`config.mk`:
```
export PLATFORM = sky130hd
export DESIGN_NAME = io_tape_loader_flat
export DESIGN_NICKNAME = d
export VERILOG_FILES = /design/src/rtl/io_tape_pkg.sv /design/src/rtl/io_tape_loader_if.sv /design/src/rtl/io_frame_shifter.sv /design/src/rtl/io_tape_loader.sv /design/src/flat_wrapper.sv
export SDC_FILE = /design/constraint.sdc
export NUM_CORES = 1
export LEC_CHECK = 0
export CAP_MARGIN = 40
export CORE_MARGIN = 10
export CORE_UTILIZATION = 30
export DETAILED_ROUTE_END_ITERATION = 16
export PLACE_DENSITY = 0.52
export SETUP_SLACK_MARGIN = 0.15
export SYNTH_ARGS = -nofsm -noshare
export SYNTH_HDL_FRONTEND = slang
export SYNTH_SLANG_ARGS = --single-unit
```
`constraint.sdc`:
```
create_clock -name clk -period 2.78 [get_ports clk]
set_input_delay 0.556 -clock clk [delete_from_list [all_inputs] [get_ports clk]]
set_output_delay 0.556 -clock clk [all_outputs]
set_load 0.02 [all_outputs]
```
`src/rtl/io_tape_pkg.sv`:
```
// Shared constants, FSM state encoding and address helper for the tape loader.
package io_tape_pkg;

    localparam int FRAMES_PER_WORD = 8;
    localparam int FRAME_W         = 4;
    localparam int WORD_W          = 31;
    localparam int ADDR_W          = 12;
    localparam int SHIFT_W         = FRAMES_PER_WORD * FRAME_W;
    localparam int CNT_W           = 3;

    typedef enum logic [2:0] {
        ST_IDLE       = 3'd0,
        ST_ASSEMBLE   = 3'd1,
        ST_WRITE_REQ  = 3'd2,
        ST_WRITE_WAIT = 3'd3,
        ST_CHECK      = 3'd4,
        ST_DONE       = 3'd5
    } state_t;

    // Word addresses wrap 12'o7777 -> 12'o0000 through natural 12-bit overflow.
    function automatic logic [ADDR_W-1:0] next_addr(input logic [ADDR_W-1:0] addr);
        return addr + 12'd1;
    endfunction

endpackage

```
`src/rtl/io_tape_loader_if.sv`:
```
// Tape-frame handshake plus the memory IO write port, grouped as one bus.
interface io_tape_loader_if;
    import io_tape_pkg::*;

    logic                frame_valid;
    logic [FRAME_W-1:0]  frame_data;
    logic                frame_ready;
    logic [ADDR_W-1:0]   addr_to_sel;
    logic                write_sign_to_mem;
    logic [WORD_W-2:0]   write_data_to_mem;
    logic                mem_write_from_io;
    logic                mem_write_reply_to_io;

    modport master (
        input  frame_valid, frame_data, mem_write_reply_to_io,
        output frame_ready, addr_to_sel, write_sign_to_mem, write_data_to_mem, mem_write_from_io
    );

    modport slave (
        output frame_valid, frame_data, mem_write_reply_to_io,
        input  frame_ready, addr_to_sel, write_sign_to_mem, write_data_to_mem, mem_write_from_io
    );

endinterface

```
`src/rtl/io_frame_shifter.sv`:
```
// 32-bit MSB-first frame shift register with a frame counter; strobes on the 8th frame.
module io_frame_shifter
    import io_tape_pkg::*;
(
    input  logic               clk,
    input  logic               resetn,
    input  logic               clear,
    input  logic               shift_en,
    input  logic [FRAME_W-1:0] frame_data,
    output logic [SHIFT_W-1:0] shift_next,
    output logic               word_complete
);

    logic [SHIFT_W-1:0] shift_r;
    logic [CNT_W-1:0]   cnt_r;

    assign shift_next    = {shift_r[SHIFT_W-FRAME_W-1:0], frame_data};
    assign word_complete = shift_en && (cnt_r == 3'd7);

    // Shift register and frame counter; counter wraps to 0 after each full word.
    always_ff @(posedge clk) begin
        if (!resetn) begin
            shift_r <= {SHIFT_W{1'b0}};
            cnt_r   <= 3'd0;
        end else if (clear) begin
            shift_r <= {SHIFT_W{1'b0}};
            cnt_r   <= 3'd0;
        end else if (shift_en) begin
            shift_r <= shift_next;
            cnt_r   <= cnt_r + 3'd1;
        end
    end

endmodule

```
`src/rtl/io_tape_loader.sv`:
```
// Tape block loader: assembles 8 frames per word and writes words to memory.
// Optional trailing checksum word when IO_TAPE_LOADER_CHECKSUM_EN is defined.
module io_tape_loader
    import io_tape_pkg::*;
(
    input  logic                 clk,
    input  logic                 resetn,
    input  logic                 start_from_pnl,
    input  logic                 abort_from_pnl,
    input  logic [ADDR_W-1:0]    start_addr_from_pnl,
    input  logic [ADDR_W-1:0]    word_count_from_pnl,
    io_tape_loader_if.master     bus,
    output logic                 busy,
    output logic                 done,
    output logic                 error
);

`ifdef IO_TAPE_LOADER_CHECKSUM_EN
    localparam state_t ST_LAST = ST_CHECK;
`else
    localparam state_t ST_LAST = ST_DONE;
`endif

    state_t             state_r, state_next;
    logic [ADDR_W-1:0]  addr_r, remaining_r;
    logic [WORD_W-1:0]  word_r;
    logic               frame_ready_r, mem_write_r, busy_r, done_r, error_r, abort_pend_r;
    logic               start_s, accept_s, word_done_s, reply_s, err_set_s;
    logic               in_write_s, in_write_next_s;
    logic [SHIFT_W-1:0] shift_next_s;

    assign start_s         = (state_r == ST_IDLE) && start_from_pnl;
    assign accept_s        = bus.frame_valid && frame_ready_r;
    assign reply_s         = (state_r == ST_WRITE_WAIT) && bus.mem_write_reply_to_io;
    assign in_write_s      = (state_r == ST_WRITE_REQ) || (state_r == ST_WRITE_WAIT);
    assign in_write_next_s = (state_next == ST_WRITE_REQ) || (state_next == ST_WRITE_WAIT);

    io_frame_shifter u_shifter (
        .clk           (clk),
        .resetn        (resetn),
        .clear         (start_s),
        .shift_en      (accept_s),
        .frame_data    (bus.frame_data),
        .shift_next    (shift_next_s),
        .word_complete (word_done_s)
    );

`ifdef IO_TAPE_LOADER_CHECKSUM_EN
    logic [WORD_W-1:0] sum_r;
    logic              sum_bad_s;
    assign sum_bad_s = (shift_next_s[WORD_W-1:0] != sum_r);

    // Running modulo-2^31 sum of every word that goes to memory.
    always_ff @(posedge clk) begin
        if (!resetn) begin
            sum_r <= {WORD_W{1'b0}};
        end else if (start_s) begin
            sum_r <= {WORD_W{1'b0}};
        end else if ((state_r == ST_ASSEMBLE) && word_done_s && !abort_from_pnl) begin
            sum_r <= sum_r + shift_next_s[WORD_W-1:0];
        end
    end
`endif

    // Next-state and error-set decode; aborts during a write wait for the reply.
    always_comb begin
        state_next = state_r;
        err_set_s  = 1'b0;
        case (state_r)
            ST_IDLE: begin
                if (start_from_pnl) begin
                    state_next = (word_count_from_pnl == 12'd0) ? ST_DONE : ST_ASSEMBLE;
                end else begin
                    state_next = ST_IDLE;
                end
            end
            ST_ASSEMBLE: begin
                if (abort_from_pnl) begin
                    state_next = ST_IDLE;
                    err_set_s  = 1'b1;
                end else if (word_done_s) begin
                    state_next = ST_WRITE_REQ;
                    err_set_s  = shift_next_s[SHIFT_W-1];
                end else begin
                    state_next = ST_ASSEMBLE;
                end
            end
            ST_WRITE_REQ: state_next = ST_WRITE_WAIT;
            ST_WRITE_WAIT: begin
                if (bus.mem_write_reply_to_io) begin
                    if (abort_pend_r || abort_from_pnl) begin
                        state_next = ST_IDLE;
                        err_set_s  = 1'b1;
                    end else if (remaining_r == 12'd1) begin
                        state_next = ST_LAST;
                    end else begin
                        state_next = ST_ASSEMBLE;
                    end
                end else begin
                    state_next = ST_WRITE_WAIT;
                end
            end
`ifdef IO_TAPE_LOADER_CHECKSUM_EN
            ST_CHECK: begin
                if (abort_from_pnl) begin
                    state_next = ST_IDLE;
                    err_set_s  = 1'b1;
                end else if (word_done_s) begin
                    state_next = ST_DONE;
                    err_set_s  = sum_bad_s;
                end else begin
                    state_next = ST_CHECK;
                end
            end
`endif
            ST_DONE: state_next = ST_IDLE;
            default: state_next = ST_IDLE;
        endcase
    end

    // State, registered outputs and transfer bookkeeping.
    always_ff @(posedge clk) begin
        if (!resetn) begin
            state_r       <= ST_IDLE;
            busy_r        <= 1'b0;
            done_r        <= 1'b0;
            mem_write_r   <= 1'b0;
            frame_ready_r <= 1'b0;
            error_r       <= 1'b0;
            abort_pend_r  <= 1'b0;
            addr_r        <= 12'd0;
            remaining_r   <= 12'd0;
            word_r        <= {WORD_W{1'b0}};
        end else begin
            state_r       <= state_next;
            busy_r        <= (state_next != ST_IDLE);
            done_r        <= (state_next == ST_DONE);
            mem_write_r   <= (state_next == ST_WRITE_REQ);
            frame_ready_r <= (state_next == ST_ASSEMBLE) || (state_next == ST_CHECK);
            abort_pend_r  <= in_write_next_s && (abort_pend_r || (in_write_s && abort_from_pnl));
            if (start_s) begin
                error_r <= 1'b0;
            end else if (err_set_s) begin
                error_r <= 1'b1;
            end
            if (start_s) begin
                addr_r      <= start_addr_from_pnl;
                remaining_r <= word_count_from_pnl;
            end else if (reply_s) begin
                addr_r      <= next_addr(addr_r);
                remaining_r <= remaining_r - 12'd1;
            end
            // Bit 31 of the shifter is dropped; the word is captured for the request cycle.
            if ((state_r == ST_ASSEMBLE) && word_done_s) begin
                word_r <= shift_next_s[WORD_W-1:0];
            end
        end
    end

    assign bus.frame_ready       = frame_ready_r;
    assign bus.addr_to_sel       = addr_r;
    assign bus.write_sign_to_mem = word_r[WORD_W-1];
    assign bus.write_data_to_mem = word_r[WORD_W-2:0];
    assign bus.mem_write_from_io = mem_write_r;
    assign busy                  = busy_r;
    assign done                  = done_r;
    assign error                 = error_r;

endmodule

```
`src/flat_wrapper.sv`:
```
// flat-port wrapper written by rule: the top's interface ports become plain ports
module io_tape_loader_flat import io_tape_pkg::*;
  (clk, resetn, start_from_pnl, abort_from_pnl, start_addr_from_pnl, word_count_from_pnl, busy, done, error, bus_frame_valid, bus_frame_data, bus_mem_write_reply_to_io, bus_frame_ready, bus_addr_to_sel, bus_write_sign_to_mem, bus_write_data_to_mem, bus_mem_write_from_io);
  io_tape_loader_if bus_i ();
  input  logic clk;
  input  logic resetn;
  input  logic start_from_pnl;
  input  logic abort_from_pnl;
  input  logic [ADDR_W-1:0] start_addr_from_pnl;
  input  logic [ADDR_W-1:0] word_count_from_pnl;
  output logic busy;
  output logic done;
  output logic error;
  input wire logic [$bits(bus_i.frame_valid)-1:0] bus_frame_valid;
  input wire logic [$bits(bus_i.frame_data)-1:0] bus_frame_data;
  input wire logic [$bits(bus_i.mem_write_reply_to_io)-1:0] bus_mem_write_reply_to_io;
  output wire logic [$bits(bus_i.frame_ready)-1:0] bus_frame_ready;
  output wire logic [$bits(bus_i.addr_to_sel)-1:0] bus_addr_to_sel;
  output wire logic [$bits(bus_i.write_sign_to_mem)-1:0] bus_write_sign_to_mem;
  output wire logic [$bits(bus_i.write_data_to_mem)-1:0] bus_write_data_to_mem;
  output wire logic [$bits(bus_i.mem_write_from_io)-1:0] bus_mem_write_from_io;
  assign bus_i.frame_valid = bus_frame_valid;
  assign bus_i.frame_data = bus_frame_data;
  assign bus_i.mem_write_reply_to_io = bus_mem_write_reply_to_io;
  assign bus_frame_ready = bus_i.frame_ready;
  assign bus_addr_to_sel = bus_i.addr_to_sel;
  assign bus_write_sign_to_mem = bus_i.write_sign_to_mem;
  assign bus_write_data_to_mem = bus_i.write_data_to_mem;
  assign bus_mem_write_from_io = bus_i.mem_write_from_io;
  io_tape_loader u_core (.clk(clk), .resetn(resetn), .start_from_pnl(start_from_pnl), .abort_from_pnl(abort_from_pnl), .start_addr_from_pnl(start_addr_from_pnl), .word_count_from_pnl(word_count_from_pnl), .bus(bus_i), .busy(busy), .done(done), .error(error));
endmodule
```
==> results.sh, run 1 <==
export IMPL_fillers=1353
export IMPL_status="completed"
export IMPL_skew_ns=0.00668
export IMPL_area_growth_pct=32.1
export IMPL_viasPerCell=4.83
export IMPL_drc=0
export IMPL_synth_adder_area_share_pct=1.60
export IMPL_grt_pass1_wl_mm=17.3
export IMPL_p_int_mw=2.15
export IMPL_power_leakage_nw=1.74
export IMPL_switchingPower_mw=0.704
export IMPL_port_buffers=81
export IMPL_seq_area_mm2=0.00190
export IMPL_ys_ff_latch=95
export IMPL_min_period_over_period_pct=74.6
export IMPL_setup_viol=0
export IMPL_min_period_ns=2.07
export IMPL_worstHoldStart="u_core.word_r[24]"
export IMPL_htreeDepth=3
export IMPL_ir_drop_mv=0.225
export IMPL_max_clock_freq_mhz=482
export IMPL_grt_max_degree=33
export IMPL_globalRoute_totalOverflow=0
export IMPL_vias=3494
export IMPL_synth_fp_nets=515
export IMPL_ys_seq_area_share_pct=48.6
export IMPL_numCtsBuffers=9
export IMPL_worst_slew_pin_slew_ns=0.489
export IMPL_antenna_left=0
export IMPL_synth_async_reset_ratio_pct=0
export IMPL_arrival_ns=2.32
export IMPL_ys_types=58
export IMPL_core_area_mm2=0.0127
export IMPL_clkTransAtPathRegs_ns=0.07
export IMPL_path_class="in -> reg"
export IMPL_worst_slew_margin_rel_pct=67.2
export IMPL_ctsHoldBuffers=0
export IMPL_clock_root_buffer="clkbuf_16"
export IMPL_power_density_mw_per_mm2=552
export IMPL_seqPwrFrac_pct=50.0
export IMPL_antenna_cells=0
export IMPL_ys_flop_type="dfxtp_1"
export IMPL_cts_resized=0
export IMPL_synth_compound_area_share_pct=18.9
export IMPL_gp_congestion=0.759
export IMPL_wire_per_inst_um=14.4
export IMPL_drt_iter0_markers=221
export IMPL_rsz0062_at_grt="false"
export IMPL_hp_class="reg -> reg"
export IMPL_initial_utilization_pct=30.9
export IMPL_synthTopCellsByArea="dfxtp_1 (49%), nand2_1 (13%), a21oi_1 (9.7%)"
export IMPL_synth_top_family_by_area="simple AND/OR/NAND/NOR gates"
export IMPL_synth_xor_area_share_pct=1.12
export IMPL_num_io_pins=82
export IMPL_critPathLaunch="bus_mem_write_reply_to_io"
export IMPL_synth_warnings=0
export IMPL_cts_tree="built"
export IMPL_core_rowCount=41
export IMPL_finalMaxSlewViolations=0
export IMPL_pwr_share_comb_pct=9.4
export IMPL_clockBufferDepth=2
export IMPL_worst_ep_required_time_ns=3.02
export IMPL_synth_area_per_cell_um2=8.22
export IMPL_drt_pass1_iterations=6
export IMPL_synth_edff_count=0
export IMPL_insertion_delay_ns=0.35
export IMPL_swShare_pct=24.7
export IMPL_rr_startpoint="u_core.state_r[1]"
export IMPL_startpoint_type="input port"
export IMPL_yosysTopAreaCell="dfxtp_1"
export IMPL_final_core_util_pct=40.8
export IMPL_dp_final_hpwl_mm=7.48
export IMPL_drv_cap=0
export IMPL_syn_inst=476
export IMPL_synth_top_area_share_pct=48.6
export IMPL_clock_sinks=95
export IMPL_grt_antenna_before_repair=0
export IMPL_cp_max_fo=11
export IMPL_die_y_um=134
export IMPL_synth_area_mux_share_pct=0.288
export IMPL_setup_tns_ns=0
export IMPL_endpoint_kind="flip-flop"
export IMPL_routed_wl_mm=10.5
export IMPL_multi_input_area_mm2=0.00182
export IMPL_clockPowerShare_pct=40.6
export IMPL_drive_gt1_share_pct=6.70
export IMPL_die_w_um=134
export IMPL_die_area_mm2=0.0180
export IMPL_postCtsSetupRepairBufs=0
export IMPL_yosys_area_share_simple_pct=24.5
export IMPL_nNetsFinal=587
export IMPL_hold_viol_final=0
export IMPL_synth_area_mm2=0.00391
export IMPL_grt_usage_pct=11.7
export IMPL_grt_pass1_vias=3446
stage by stage:
| stage | hold WS (ns) | std cells | cell area (um2) | setup slack [ns] | power [mW] |
|---|---|---|---|---|---|
| 3_5_place_dp | 0.446 | 709 | 4890 | 0.353 | 1.73 |
| 2_1_floorplan | 0.432 | 476 | 3910 | 1.14 | 1.59 |
| 4_1_cts | 0.455 | 724 | 5170 | 0.723 | 2.89 |
| 5_1_grt | 0.474 | 724 | 5170 | 0.629 | 2.97 |
| 6_report | 0.452 | 724 | 5170 | 0.707 | 2.85 |
| 3_3_place_gp | 0.444 | 709 | 4890 | 0.386 | 1.73 |
layout by cell type, fill, tap and decap left out, types with 6 or more instances in the layout:
master	count
nand2_1	138
dfxtp_1	95
clkdlybuf4s50_1	81
a21oi_1	76
nor2_1	17
nand3_1	13
buf_4	11
clkbuf_16	9
nand4_1	7
inv_1	6
cells in the mapped netlist, types with 6 or more instances:
cell type	instances
nand2_1	138
nand3_1	13
inv_1	6
nor2_1	17
a21oi_1	76
clkbuf_1	15
nand4_1	7
dfxtp_1	95
buf_2	15
power groups by stage:
stage	clock network, mW	registers, mW	logic (mW)
6_report	1.16	1.43	0.269
5_1_grt	1.25	1.43	0.295
4_1_cts	1.20	1.43	0.273
3_5_place_dp	0	1.46	0.272
3_3_place_gp	0	1.46	0.270
2_1_floorplan	0	1.47	0.125
final timing paths:
kind / endpoint / slack [ns] / depth (start not counted)
setup / recovery: u_core.remaining_r[9] / 0.71 / 5
hold / removal: u_core.word_r[24] / 0.45 / 2
setup reg to reg: u_core.remaining_r[9] / 0.86 / 4
hold reg to reg: u_core.word_r[24] / 0.45 / 2
kinds of logic (layout without fill, tap and decap cells):
logic type,after synthesis,count (layout)
and+or+nand+nor,211,211
buffers and inverters,40,116
AOI/OAI and AO/OA,119,119
xor gates and xnor gates,5,5
DFF,95,95
adders and majority gates,5,5
muxes,1,1
metal layers:
layer	share of wire, %	vias up	wire, um	global-route usage [%]
li1	-	1785	-	-
met1	46	1626	4840	14.4
met2	46	72	4850	18.6
met3	5.5	11	580	3.21
met4	1.7	0	177	5.08
met5	0	-	0	0
critical path, stage by stage:
cell	delay (ns)
clkdlybuf4s50_1	0.53
and4b_1	0.44
nand4_1	0.27
o311a_1	0.36
o21a_1	0.16
sequential cells by signal, summed over array words and instances, names as in the netlist:
register and count:
u_core.u_shifter.shift_r 28, u_core.error 1, u_core.done 1, u_core.state_r 3
u_core.u_shifter.cnt_r 3, u_core.bus.mem_write_from_io 1, u_core.abort_pend_r 1, u_core.busy 1
u_core.word_r 31, u_core.bus.addr_to_sel 12, u_core.bus.frame_ready 1, u_core.remaining_r 12
cell type report:
type / instances / share of cell area, %
timing repair buffer: 94 / 18.1
clock buffer: 11 / 4.70
inverter: 7 / 0.508
clock inverter: 4 / 0.581
multi-input combinational: 341 / 35.2
sequential: 95 / 36.8
tap: 172 / 4.16
(Power assumes the default switching activity.)
==> inputs of run 2 (changes only) <==
Settings changed: PLACE_DENSITY 0.52 to 0.54.
Clock period 2.78 ns to 1.9 ns, I/O delays scaled along.
==> results.sh, run 2 (synthesized netlist as in run 1, its figures left out) <==
export IMPL_largest_reg_flops=31
export IMPL_worstHoldStart="u_core.word_r[5]"
export IMPL_power_leakage_nw=1.88
export IMPL_layout_commonest_cell="nand2_1"
export IMPL_critical_path_buf_inv_count=1
export IMPL_grt_pass1_wl_mm=17.6
export IMPL_rsz0062_at_grt="false"
export IMPL_drive_gt1_share_pct=10.7
export IMPL_hp_class="reg -> reg"
export IMPL_r2r_end="u_core.bus.addr_to_sel[10]"
export IMPL_final_core_util_pct=42.0
export IMPL_power_density_mw_per_mm2=785
export IMPL_num_io_pins=82
export IMPL_crit_path_cell_trace="clkdlybuf4s50_1"
export IMPL_antenna_left=0
export IMPL_met2_length_mm=5.18
export IMPL_initial_utilization_pct=30.9
export IMPL_grt_pass1_vias=3620
export IMPL_reg2reg_depth=5
export IMPL_cts_tree="built"
export IMPL_highest_signal_layer="met4"
export IMPL_layout_common_cells="nand2_1 (138), dfxtp_1 (93), a21oi_1 (76)"
export IMPL_core_rowCount=41
export IMPL_cts_resized=14
export IMPL_die_w_um=134
export IMPL_top_regs="u_core.word_r x31, u_core.u_shifter.shift_r x28"
export IMPL_antenna_cells=0
export IMPL_clock_sinks=95
export IMPL_status="completed"
export IMPL_place_area_mm2=0.00503
export IMPL_ir_drop_mv=0.347
export IMPL_drt_pass1_iterations=4
export IMPL_skew_ns=0.00729
export IMPL_core_area_mm2=0.0127
export IMPL_routed_wl_mm=10.7
export IMPL_numCtsBuffers=9
export IMPL_max_clock_freq_mhz=584
export IMPL_cp_max_fo=3
export IMPL_dp_final_hpwl_mm=7.82
export IMPL_ff2ff_setup_slack_ns=0.21
export IMPL_setup_viol=0
export IMPL_clkTransAtPathRegs_ns=0.06
export IMPL_finish_instance_area_mm2=0.00532
export IMPL_endpoint_kind="primary output"
export IMPL_min_period_ns=1.71
export IMPL_drv_cap=0
export IMPL_cp_top_family="buffers and inverters"
export IMPL_grt_max_degree=33
export IMPL_min_period_over_period_pct=90.1
export IMPL_clock_root_buffer="clkbuf_16"
export IMPL_clockBufferDepth=2
export IMPL_area_growth_pct=36.1
export IMPL_fin_total_pwr_mw=4.18
export IMPL_largest_register="u_core.word_r"
export IMPL_final_cells=742
export IMPL_path_class="reg -> out"
export IMPL_min_path_cells=2
export IMPL_drc=0
export IMPL_gp_congestion=0.806
export IMPL_die_y_um=134
export IMPL_met3_length_um=672
export IMPL_worst_ep_required_time_ns=1.52
export IMPL_fillers=1309
export IMPL_worst_slew_pin_slew_ns=0.469
export IMPL_hold_viol_final=0
export IMPL_ctsHoldBuffers=0
export IMPL_worst_slew_margin_rel_pct=68.3
export IMPL_nNetsFinal=605
export IMPL_insertion_delay_ns=0.34
export IMPL_whs_endpoint="u_core.word_r[5]"
export IMPL_grt_usage_pct=11.9
export IMPL_viasPerCell=4.86
export IMPL_arrival_ns=1.33
export IMPL_die_area_mm2=0.0180
export IMPL_port_buffers=81
export IMPL_rr_startpoint="u_core.bus.addr_to_sel[1]"
export IMPL_wl_met1_mm=4.71
export IMPL_wire_per_inst_um=14.5
export IMPL_htreeDepth=3
export IMPL_finalMaxSlewViolations=0
export IMPL_drt_iter0_markers=219
export IMPL_startpoint_type="flip-flop"
export IMPL_globalRoute_totalOverflow=0
export IMPL_slowest_delay_ns=0.63
export IMPL_cp_slowest_cell="clkdlybuf4s50_1"
export IMPL_hold_slack_ns=0.454
export IMPL_postCtsSetupRepairBufs=0
export IMPL_vias=3609
export IMPL_dpl_cell_count=727
export IMPL_grt_antenna_before_repair=0
run 2: worst max path at each step:
stage                                         start                    endpoint  slack, ns  depth (start not counted)
final                     u_core.bus.addr_to_sel[2]          bus_addr_to_sel[2]       0.19                          1
after global routing      u_core.bus.addr_to_sel[2]          bus_addr_to_sel[2]       0.15                          1
after CTS                              u_core.error                       error       0.17                          1
after detailed placement  bus_mem_write_reply_to_io       u_core.remaining_r[4]      -0.21                          6
after global placement    bus_mem_write_reply_to_io   u_core.bus.addr_to_sel[9]      -0.08                          6
after floorplan           u_core.bus.addr_to_sel[1]  u_core.bus.addr_to_sel[10]       0.26                          5
run 2: routing by layer:
metal	vias up	track usage, %
li1	1819	-
met1	1696	13.9
met2	83	19.7
met3	11	3.51
met4	0	5.26
met5	-	0
run 2: per-stage QoR:
step	worst slack (ns)	TNS, ns
after global placement	-0.0832	-0.890
after floorplan	0.256	0
final	0.189	0
after global routing	0.152	0
after detailed placement	-0.210	-2.39
after CTS	0.173	0
run 2: report_power, final:
part,switching (mW),total [mW],internal [mW]
registers,0.0522,2.09,2.04
clock network,0.754,1.68,0.923
logic,0.219,0.413,0.194
run 2: cell type report:
type | instances | area [um2] | share of cell area (%)
clock buffer | 11 | 243 | 4.56
clock inverter | 4 | 31.3 | 0.588
inverter | 7 | 26.3 | 0.494
multi-input combinational | 341 | 1850 | 34.8
sequential | 95 | 1900 | 35.8
tap | 172 | 215 | 4.04
timing repair buffer | 112 | 1050 | 19.8
==> inputs of run 3 (changes only) <==
Settings changed: CORE_ASPECT_RATIO set to 0.5, CTS_BUF_LIST set to sky130_fd_sc_hd__clkbuf_2, PLACE_DENSITY 0.54 to 0.53, SYNTH_HIERARCHICAL set to 1.
==> results.sh, run 3 <==
export IMPL_syn_inst=454
export IMPL_skew_ns=0.0344
export IMPL_multi_input_area_mm2=0.00196
export IMPL_synth_async_reset_ratio_pct=0
export IMPL_synth_top_area_share_pct=47.5
export IMPL_switchingPower_mw=1.00
export IMPL_die_y_um=102
export IMPL_initial_utilization_pct=31.1
export IMPL_arrival_ns=2.38
export IMPL_dp_slack_ns=-0.347
export IMPL_seqPwrFrac_pct=60.1
export IMPL_cp_max_fo=4
export IMPL_swShare_pct=28.9
export IMPL_pwr_share_comb_pct=12.9
export IMPL_die_w_um=183
export IMPL_synth_area_per_cell_um2=8.81
export IMPL_worst_slew_margin_rel_pct=65.1
export IMPL_num_io_pins=82
export IMPL_synth_fp_nets=493
export IMPL_startpoint_type="flip-flop"
export IMPL_cp_top_family="simple AND/OR/NAND/NOR gates"
export IMPL_synth_area_mm2=0.00400
export IMPL_clockPowerShare_pct=27.0
export IMPL_fin_total_pwr_mw=3.47
export IMPL_grt_usage_pct=11.2
export IMPL_fin_ws_ns=0.0319
export IMPL_cts_tree="built"
export IMPL_htreeDepth=3
export IMPL_largest_register="u_core/word_r"
export IMPL_critical_path_buf_inv_count=0
export IMPL_drive_gt1_share_pct=24.3
export IMPL_fillers=1335
export IMPL_top_regs="u_core/word_r x31, u_core/u_shifter/shift_r x28"
export IMPL_port_buffers=81
export IMPL_core_area_mm2=0.0128
export IMPL_ir_drop_mv=0.254
export IMPL_nNetsFinal=590
export IMPL_min_period_ns=1.87
export IMPL_globalRoute_totalOverflow=0
export IMPL_drc=0
export IMPL_cp_slowest_cell="or4_4"
export IMPL_yosysTopAreaCell="dfxtp_1"
export IMPL_setup_viol=0
export IMPL_synthTopCellsByArea="dfxtp_1 (48%), nand2_1 (8.2%), mux2i_1 (7.8%)"
export IMPL_max_clock_freq_mhz=535
export IMPL_die_area_mm2=0.0186
export IMPL_path_class="reg -> reg"
export IMPL_drt_iter0_markers=161
export IMPL_finalMaxSlewViolations=0
export IMPL_ys_seq_area_share_pct=47.5
export IMPL_antenna_left=0
export IMPL_layout_commonest_cell="nand2_1"
export IMPL_core_rowCount=29
export IMPL_slowest_delay_ns=0.54
export IMPL_clkTransAtPathRegs_ns=0.28
export IMPL_clockBufferDepth=2
export IMPL_insertion_delay_ns=0.57
export IMPL_worst_slew_pin_slew_ns=0.523
export IMPL_rsz0062_at_grt="true"
export IMPL_grt_pass1_vias=3417
export IMPL_viasPerCell=4.75
export IMPL_drv_cap=0
export IMPL_numCtsBuffers=9
export IMPL_gp_congestion=0.813
export IMPL_p_int_mw=2.47
export IMPL_synth_most_common_cell="dfxtp_1"
export IMPL_largest_reg_flops=31
export IMPL_dp_final_hpwl_mm=7.47
export IMPL_seq_area_mm2=0.00194
export IMPL_clock_sinks=95
export IMPL_hp_class="in -> reg"
export IMPL_grt_max_degree=32
export IMPL_antenna_cells=0
export IMPL_min_period_over_period_pct=98.3
export IMPL_routed_wl_mm=10.7
export IMPL_power_density_mw_per_mm2=649
export IMPL_hold_slack_ns=0.329
export IMPL_endpoint_kind="flip-flop"
export IMPL_ys_types=60
export IMPL_hold_viol_final=0
export IMPL_ys_flop_type="dfxtp_1"
export IMPL_worst_ep_required_time_ns=2.41
export IMPL_vias=3451
export IMPL_clock_root_buffer="clkbuf_2"
export IMPL_synth_edff_count=0
export IMPL_area_growth_pct=33.7
export IMPL_grt_pass1_wl_mm=17.2
export IMPL_ctsHoldBuffers=0
export IMPL_wire_per_inst_um=14.8
export IMPL_layout_common_cells="nand2_1 (87), dfxtp_1 (76), a21oi_1 (47)"
export IMPL_synth_warnings=6
export IMPL_crit_path_cell_trace="or4_4, or4b_4, o21ai_4, o31a_2"
export IMPL_ys_ff_latch=95
export IMPL_power_leakage_nw=1.91
export IMPL_drt_pass1_iterations=4
export IMPL_status="completed"
export IMPL_synth_common_cells="dfxtp_1 (95), nand2_1 (87), a21oi_1 (47), nor2_1 (46), mux2i_1 (31)"
export IMPL_grt_antenna_before_repair=0
[run 3: changes by cell type in the layout (fill, tap and decap cells not counted), moves of 6 or more]
cell | before | now
a21oi_1 | 76 | 47
clkbuf_16 | 9 | 0
clkbuf_2 | 0 | 24
clkdlybuf4s15_1 | 0 | 11
clkdlybuf4s15_2 | 0 | 19
clkdlybuf4s50_1 | 69 | 33
dfxtp_1 | 93 | 76
dfxtp_2 | 2 | 14
dlygate4sd2_1 | 12 | 3
mux2i_1 | 0 | 31
nand2_1 | 138 | 87
nor2_1 | 17 | 46
o21ai_0 | 2 | 8
[run 3: metrics by stage]
step                TNS, ns  utilization (%)  instance area [um2]  std cells
finish                    0             41.6                 5350        726
global route              0             41.6                 5350        726
CTS                       0             41.4                 5310        721
detailed placement   -19.84             39.9                 5120        701
global placement     -18.81             39.9                 5120        701
floorplan                 0                -                 4060        454
[run 3: kinds of logic after synthesis]
logic type | Yosys count | synth area share [%]
AND/OR/NAND/NOR | 182 | 21.0
adder cells (fa/ha/maj) | 5 | 1.56
XOR/XNOR | 3 | 0.657
buffers and inverters | 42 | 5.97
multiplexers | 33 | 8.32
AO/OA/AOI/OAI | 94 | 14.9
flip-flops | 95 | 47.5
[run 3: final cells by class]
cell class                 count  area share (%)
clock inverter                 7            1.01
timing repair buffer         119            20.7
tap                          170            3.98
clock buffer                   9           0.842
sequential                    95            36.2
multi-input combinational    317            36.6
inverter                       9           0.679
[run 3: path summary, 6_finish.rpt]
| path | from | to | slack (ns) | cells after the start |
|---|---|---|---|---|
| max | u_core/remaining_r[5] | u_core/busy | 0.03 | 4 |
| min | start_addr_from_pnl[10] | u_core/bus.addr_to_sel[10] | 0.33 | 3 |
| max reg2reg | u_core/remaining_r[5] | u_core/busy | 0.03 | 4 |
| min reg2reg | u_core/word_r[23] | u_core/word_r[23] | 0.47 | 2 |
[run 3: repair_timing]
item | CTS | global route
endpoints found under the hold margin | 0 | 0
setup endpoints to repair | 76 | 79
gates cloned | 1 | 2
setup buffers | 3 | 3
pin swaps | 4 | 5
resized for setup | 113 | 49
[run 3: worst register-to-register path: cells and delay by family, from the launching register on]
kind | cells | cell delay [ns]
compound gates | 2 | 0.36
flops | 1 | 0.38
simple gates | 2 | 1.07
[run 3: routing by layer]
| layer | wire, um | vias to the layer above | share of wire, % | GRT usage, % |
|---|---|---|---|---|
| met5 | 0 | - | 0 | 0 |
| met4 | 68 | 0 | 0.63 | 3.25 |
| met3 | 523 | 6 | 4.9 | 3.79 |
| met2 | 4980 | 54 | 46 | 18.4 |
| met1 | 5160 | 1605 | 48 | 13.8 |
| li1 | - | 1786 | - | - |
[run 3: power by group through the flow]
stage                     combinational, mW  sequential [mW]  clock, mW
after detailed placement              0.428             2.12          0
after CTS                             0.447             2.09      0.993
final                                 0.449             2.08      0.937
after floorplan                       0.224             2.14          0
after global routing                  0.489             2.09       1.05
after global placement                0.430             2.12          0
